===== config.mk =====
export PLATFORM = sky130hd
export DESIGN_NAME = background_fetch
export DESIGN_NICKNAME = d
export VERILOG_FILES = /design/src/rtl/bg_pkg.sv /design/src/rtl/bg_addr_calc.sv /design/src/rtl/background_fetch.sv
export SDC_FILE = /design/constraint.sdc
export NUM_CORES = 1
export LEC_CHECK = 0
export CAP_MARGIN = 20
export CORE_MARGIN = 2
export CORE_UTILIZATION = 39
export DETAILED_ROUTE_END_ITERATION = 7
export HOLD_SLACK_MARGIN = 0.15
export PLACE_DENSITY = 0.84
export SLEW_MARGIN = 20
export SYNTH_ARGS = -nofsm -noshare
export SYNTH_HDL_FRONTEND = slang
export SYNTH_SLANG_ARGS = --single-unit

===== constraint.sdc =====
create_clock -name Clk -period 4.3 [get_ports Clk]
set_input_delay 0.86 -clock Clk [delete_from_list [all_inputs] [get_ports Clk]]
set_output_delay 0.86 -clock Clk [all_outputs]
set_load 0.01 [all_outputs]

===== src/rtl/bg_pkg.sv =====
// bg_pkg: shared widths, defaults and pipeline state encoding for background_fetch.
package bg_pkg;
  localparam int ADDR_W = 15;
  localparam int IMG_W_LOG2_DEF = 7;
  localparam int COORD_W = 10;
  typedef enum logic [1:0] {
    EMPTY   = 2'b00,
    S2_ONLY = 2'b01,
    S1_ONLY = 2'b10,
    BOTH    = 2'b11
  } state_t;
endpackage


===== src/rtl/bg_addr_calc.sv =====
// bg_addr_calc: maps a screen coordinate to the window-inside flag and image memory address.
module bg_addr_calc import bg_pkg::*; #(
  parameter int X0 = 64,
  parameter int Y0 = 0,
  parameter int SCALE_SHIFT = 2,
  parameter int IMG_W_LOG2 = IMG_W_LOG2_DEF
) (
  input  logic [COORD_W-1:0] draw_x_i,
  input  logic [COORD_W-1:0] draw_y_i,
  output logic               inside_o,
  output logic [ADDR_W-1:0]  addr_o
);
  localparam int CW = COORD_W + 1;
  logic [CW-1:0] dx, dy, dxs, dys;
  always_comb begin
    dx = {1'b0, draw_x_i} - CW'(X0);
    dy = {1'b0, draw_y_i} - CW'(Y0);
    dxs = dx >> SCALE_SHIFT;
    dys = dy >> SCALE_SHIFT;
    // wrapped differences below X0/Y0 land far above the window size
    inside_o = ((dx >> (IMG_W_LOG2 + SCALE_SHIFT)) == '0) && ((dy >> (IMG_W_LOG2 + SCALE_SHIFT)) == '0);
    addr_o = inside_o ? ADDR_W'({dys[IMG_W_LOG2-1:0], dxs[IMG_W_LOG2-1:0]}) : '0;
  end
endmodule


===== src/rtl/background_fetch.sv =====
// background_fetch: two-stage pipelined background pixel lookup against a
// synchronous 1-bit image memory, with valid/ready on both sides.
module background_fetch import bg_pkg::*; #(
  parameter int X0 = 64,
  parameter int Y0 = 0,
  parameter int SCALE_SHIFT = 2,
  parameter int IMG_W_LOG2 = IMG_W_LOG2_DEF
) (
  input  logic               Clk,
  input  logic               Reset,
  input  logic               req_valid,
  output logic               req_ready,
  input  logic [COORD_W-1:0] DrawX,
  input  logic [COORD_W-1:0] DrawY,
  output logic [ADDR_W-1:0]  read_address,
  input  logic               mem_data,
  output logic               out_valid,
  input  logic               out_ready,
  output logic               pixel_on,
  output logic               in_window
);
  state_t state_q, state_d;
  logic s1_valid, s2_valid, s2_adv, accept, pix_now;
  logic calc_inside;
  logic [ADDR_W-1:0] calc_addr;
  logic s1_inside_q, s2_inside_q, s2_fresh_q, s2_pix_q;
  logic [ADDR_W-1:0] s1_addr_q;

  bg_addr_calc #(
    .X0(X0), .Y0(Y0), .SCALE_SHIFT(SCALE_SHIFT), .IMG_W_LOG2(IMG_W_LOG2)
  ) u_calc (
    .draw_x_i(DrawX),
    .draw_y_i(DrawY),
    .inside_o(calc_inside),
    .addr_o  (calc_addr)
  );

  always_comb begin
    s1_valid = state_q[1];
    s2_valid = state_q[0];
    s2_adv = !s2_valid || out_ready;
    req_ready = !Reset && (!s1_valid || s2_adv);
    accept = req_valid && req_ready;
    state_d = state_t'({accept || (s1_valid && !s2_adv), s2_adv ? s1_valid : s2_valid});
    // memory data is live only in the first S2 cycle; afterwards the captured copy holds
    pix_now = s2_fresh_q ? mem_data : s2_pix_q;
    out_valid = s2_valid;
    in_window = s2_valid && s2_inside_q;
    pixel_on = s2_valid && s2_inside_q && pix_now;
    read_address = s1_addr_q;
  end

  always_ff @(posedge Clk) begin
    if (Reset) begin
      state_q <= EMPTY;
      s1_inside_q <= 1'b0;
      s1_addr_q <= '0;
      s2_inside_q <= 1'b0;
      s2_fresh_q <= 1'b0;
      s2_pix_q <= 1'b0;
    end else begin
      state_q <= state_d;
      if (accept) begin
        s1_inside_q <= calc_inside;
        s1_addr_q <= calc_addr;
      end
      if (s2_adv) s2_inside_q <= s1_inside_q;
      s2_fresh_q <= s2_adv && s1_valid;
      s2_pix_q <= pix_now;
    end
  end
endmodule


# Word level (Yosys, flattened, before mapping)
# Index checks and enable logic that the tools add are counted.
dict set report classes {
  n_addsub 1
  mux 2
  reduce_logical 16
}
# cell count
set op_table {}
lappend op_table {{$logic_not 11->1} 2}
lappend op_table {{$mux 14} 1}
lappend op_table {{$sub 10x7->11 const B} 1}
lappend op_table {{$logic_and 1x1->1} 7}
lappend op_table {{$logic_not 1->1} 4}
lappend op_table {{$logic_or 1x1->1} 3}
lappend op_table {{$mux 1} 1}
dict set report totals {
  ff_bits 21
  in_bits 25
  output_inout_bits 19
  elab_cells 26
}

# Logic depth before layout (Yosys ltp)
dict set report depth {
  depth_word 6
  mapped_depth 6
}

# Cells and area by module
# From an unflattened synthesis, not the netlist that was laid out.
dict set report unflattened {
  cells_unflattened 103
  hier_area_um2 1146.1
}
# mod n_inst cells_each area_each_um2
set modules_own_cells {}
lappend modules_own_cells {background_fetch 1 72 873.3}
lappend modules_own_cells {bg_addr_calc 1 31 272.8}

# Worst setup path before layout
# No wires, ideal clock.
dict set report synth_path {
  path_kind {input port to output port}
  start {input port out_ready}
  end {output port req_ready}
  arrival_ns 1.233
  t_required_ns 3.440
  path_slack_ns 2.207
  path_stages 2
  n_path_buf 0
  cell_sequence {and3b_1 > nor2_1}
}
dict set report synth_via {
  elab_chain_cells 3
}
# element line
set synth_lines {}
lappend synth_lines {{start: declaration} background_fetch.sv:18} ;# input logic out_ready,
lappend synth_lines {{$logic_or 1x1->1} background_fetch.sv:41} ;# s2_adv = !s2_valid || out_ready;
lappend synth_lines {{$logic_or 1x1->1} background_fetch.sv:42} ;# req_ready = !Reset && (!s1_valid || s2_adv);
lappend synth_lines {{$logic_and 1x1->1} background_fetch.sv:42}
lappend synth_lines {{end: declaration} background_fetch.sv:12} ;# output logic req_ready,
# No other way between the ends.

# Final worst setup path
# Same ends and word-level chain as after synthesis.

==> summary.txt <==
Setup path
  • Largest stage delay on the critical path: 0.54 ns
  • Worst path arrival time: 2.22 ns
  • Setup crit end kind: primary output
  • Data required time of the worst path: 3.44 ns
  • Top fanout value on the critical path: 3
  • Slowest cell on crit path: clkdlybuf4s50_1
  • Top Family by Delay on Critical Path: buffers and inverters
  • Type of the worst setup path: input port to primary output
  • Ordered cell list for the critical path: clkdlybuf4s50_1 > and3b_1 > nor2_1 > clkdlybuf4s50_1
  • Element type at the critical path start: input port
  • Sum of buffers and inverters on the critical path: 2
  • Cell seen most often among critical-path stages: clkdlybuf4s50_1

Synth
  • Dominant cells by area after synthesis: dfxtp_1 (50%), a32o_1 (16%), a2111oi_4 (3.4%), buf_6 (2.8%), nor2_1 (2.8%)
  • Cell Area, Synth: 806 sq um
  • Number of enable-type register cells in the synthesized netlist: 0
  • Proportion of synthesized chip area in sequential cells: 0.497
  • Leading area contributor after synthesis: dfxtp_1
  • Cell count after synthesis: 70
  • Cell with the most instances after synthesis: dfxtp_1
  • Cell types with the highest counts after synthesis: dfxtp_1 (20), a32o_1 (13), nor2_1 (6)
  • Async set-reset flop share out of synthesis: 0
  • Yosys warnings: 0
  • Syn nets: 96
  • Post-synthesis cell type count: 25
  • Share of the synthesized area in the top cell type: 0.497
  • #FFs+latches synth: 20
  • Synth Flop Type: dfxtp_1
  • Avg Inst Size Synth: 11.5 sq um

Pwr
  • Leakage power: 0.438 nW
  • Worst IR Drop VDD: 0.173 mV
  • Total Power: 334 uW
  • Power per unit of standard cell area: 276 mW/mm^2

Clocking
  • Num Clock Sinks: 20
  • Clock tree from TritonCTS: yes
  • Clock slew seen by the registers of the worst setup and hold paths: 0.09 ns
  • Total clock buffers created by CTS: 3
  • Clock tree root driver cell: clkbuf_4
  • Worst-Skew Late Latency: 0.28 ns
  • Number of gates given a new drive strength after cts: 0
  • Setup Buffers After CTS: 0
  • Deepest clock path buffer count: 2
  • Hold-fix buffers at CTS: 0
  • CTS HTree Levels: 1

Run status
  • Run status: completed

GRT
  • Sum of overflow across all layers after global routing: 0
  • Largest net degree at the start of global routing: 16
  • Global-route wire length before repair: 2820 um
  • Vias in the first global route: 664
  • Global-route total usage across every layer: 0.150
  • Antenna violations before repair: 0

Die
  • Area of the placeable core: 0.00196 sq mm
  • Total Die Area: 0.00245 sq mm
  • Placement row count: 16
  • Width of the chip: 49.5 um
  • Die Y: 49.5 um
  • Number of top-level pins: 44
  • Starting utilization of the core area: 0.411

Cells and area
  • Diode count: 0
  • Fraction of final layout cells with drive strength greater than 1: 0.0654
  • Fill cell total of the finished layout: 175
  • Non-Filler Cell Area, Final: 0.00121 sq mm
  • Area delta synth->final: 50.2%
  • Area occupied by multi-input gates: 350 sq um
  • Final nets: 135
  • Sequential cell area: 400 sq um

STA
  • Setup clock skew after layout: 0.00500 ns
  • Setup violations, final: 0
  • Final clock period utilization by the worst path: 0.715
  • Shortest period the worst path allows: 3.08 ns
  • Worst hold slack across all endpoints: 0.473 ns
  • Highest clock frequency the design can meet: 325 MHz
  • Slack of the critical path: 1.22 ns
  • Final max-slew violation count: 0
  • Final total negative setup slack: 0 ns
  • RSZ-0062 raised after global routing: no
  • Slew headroom: 0.455
  • Pin slew with the least headroom to its limit: 0.817 ns
  • Total count of hold-check failures in the final report: 0

Detailed routing
  • Routed wire length per instance: 13.0 um
  • Total iterations of the first detailed-routing run: 4
  • Final antenna-violating net count: 0
  • DRC viols: 0
  • Post-detailed-route via-to-cell ratio: 5.03
  • DRT Wirelength: 1740 um
  • Total number of vias: 674
  • Initial detailed-routing violation count: 15

Place
  • Pre-CTS setup slack: 1.22 ns
  • HPWL Detailed: 1320 um
  • Buffers added on ports: 38
  • Gp weighted congestion: 0.748
  • Post-place instance area: 0.00119 sq mm

Flow run
  • Reported max-cap violation count: 0

Hold path
  • Path class of the lowest-slack min-delay path: flip-flop to flip-flop
-- per-layer routing --
layer | GRT usage | wire length, um | vias up
met5 | 0 | 0 | -
met4 | 0.0833 | 0 | 0
met3 | 0.0455 | 116 | 0
met2 | 0.250 | 838 | 26
met1 | 0.169 | 789 | 311
li1 | - | - | 337
-- state kept, by name, indices dropped and copies added, names as in the netlist --
signal	flops
read_address	14
s1_inside_q	1
s2_fresh_q	1
s2_inside_q	1
s2_pix_q	1
state_q	2
-- final cells by class --
type                    count  area share
clock buffers               3      0.0186
inverters                   4      0.0124
multi-input cells          41       0.290
flip-flops and latches     20       0.331
well taps                  27      0.0279
repair buffers             39       0.321
-- kinds of logic after synthesis --
family,Yosys count,share of synthesized area
AND/OR/NAND/NOR,16,0.109
buffers and inverters,9,0.0683
multiplexers,2,0.0248
flip-flops,20,0.497
adder cells (fa/ha/maj),1,0.0155
other,1,0.00465
AO/OA/AOI/OAI,21,0.281
-- report_power, final --
group	internal, mW	switching [mW]
logic	0.0342	0.0241
clock network	0.0325	0.0485
registers	0.191	0.00309
-- worst paths after layout --
| kind | start | endpoint | slack, ns | cells after the start |
|---|---|---|---|---|
| setup / recovery | out_ready | req_ready | 1.22 | 4 |
| hold / removal | read_address[5] | read_address[5] | 0.47 | 1 |
| setup reg to reg | state_q[0] | read_address[13] | 2.74 | 3 |
| hold reg to reg | read_address[5] | read_address[5] | 0.47 | 1 |
-- stage by stage --
step,cells,util
after detailed placement,131,0.605
after CTS,134,0.617
final,134,0.617
after global placement,131,0.605
after floorplan,70,-
after global routing,134,0.617
-- cell usage in the layout, fill, tap and decap left out --
| cell type | instances |
|---|---|
| a2111oi_4 | 1 |
| a21oi_1 | 2 |
| a21oi_4 | 1 |
| a22o_1 | 2 |
| a32o_1 | 13 |
| and2_1 | 1 |
| and3b_1 | 1 |
| buf_4 | 1 |
| clkbuf_4 | 3 |
| clkdlybuf4s50_1 | 38 |
| conb_1 | 1 |
| dfxtp_1 | 20 |
| ha_1 | 1 |
| inv_1 | 4 |
| mux2i_1 | 2 |
| nand2_1 | 1 |
| nand2b_1 | 1 |
| nand3b_1 | 1 |
| nor2_1 | 6 |
| nor2b_1 | 2 |
| nor3b_1 | 1 |
| nor4_1 | 1 |
| o21bai_4 | 1 |
| o22ai_1 | 1 |
| or3_1 | 1 |
(Power assumes the default switching activity.)
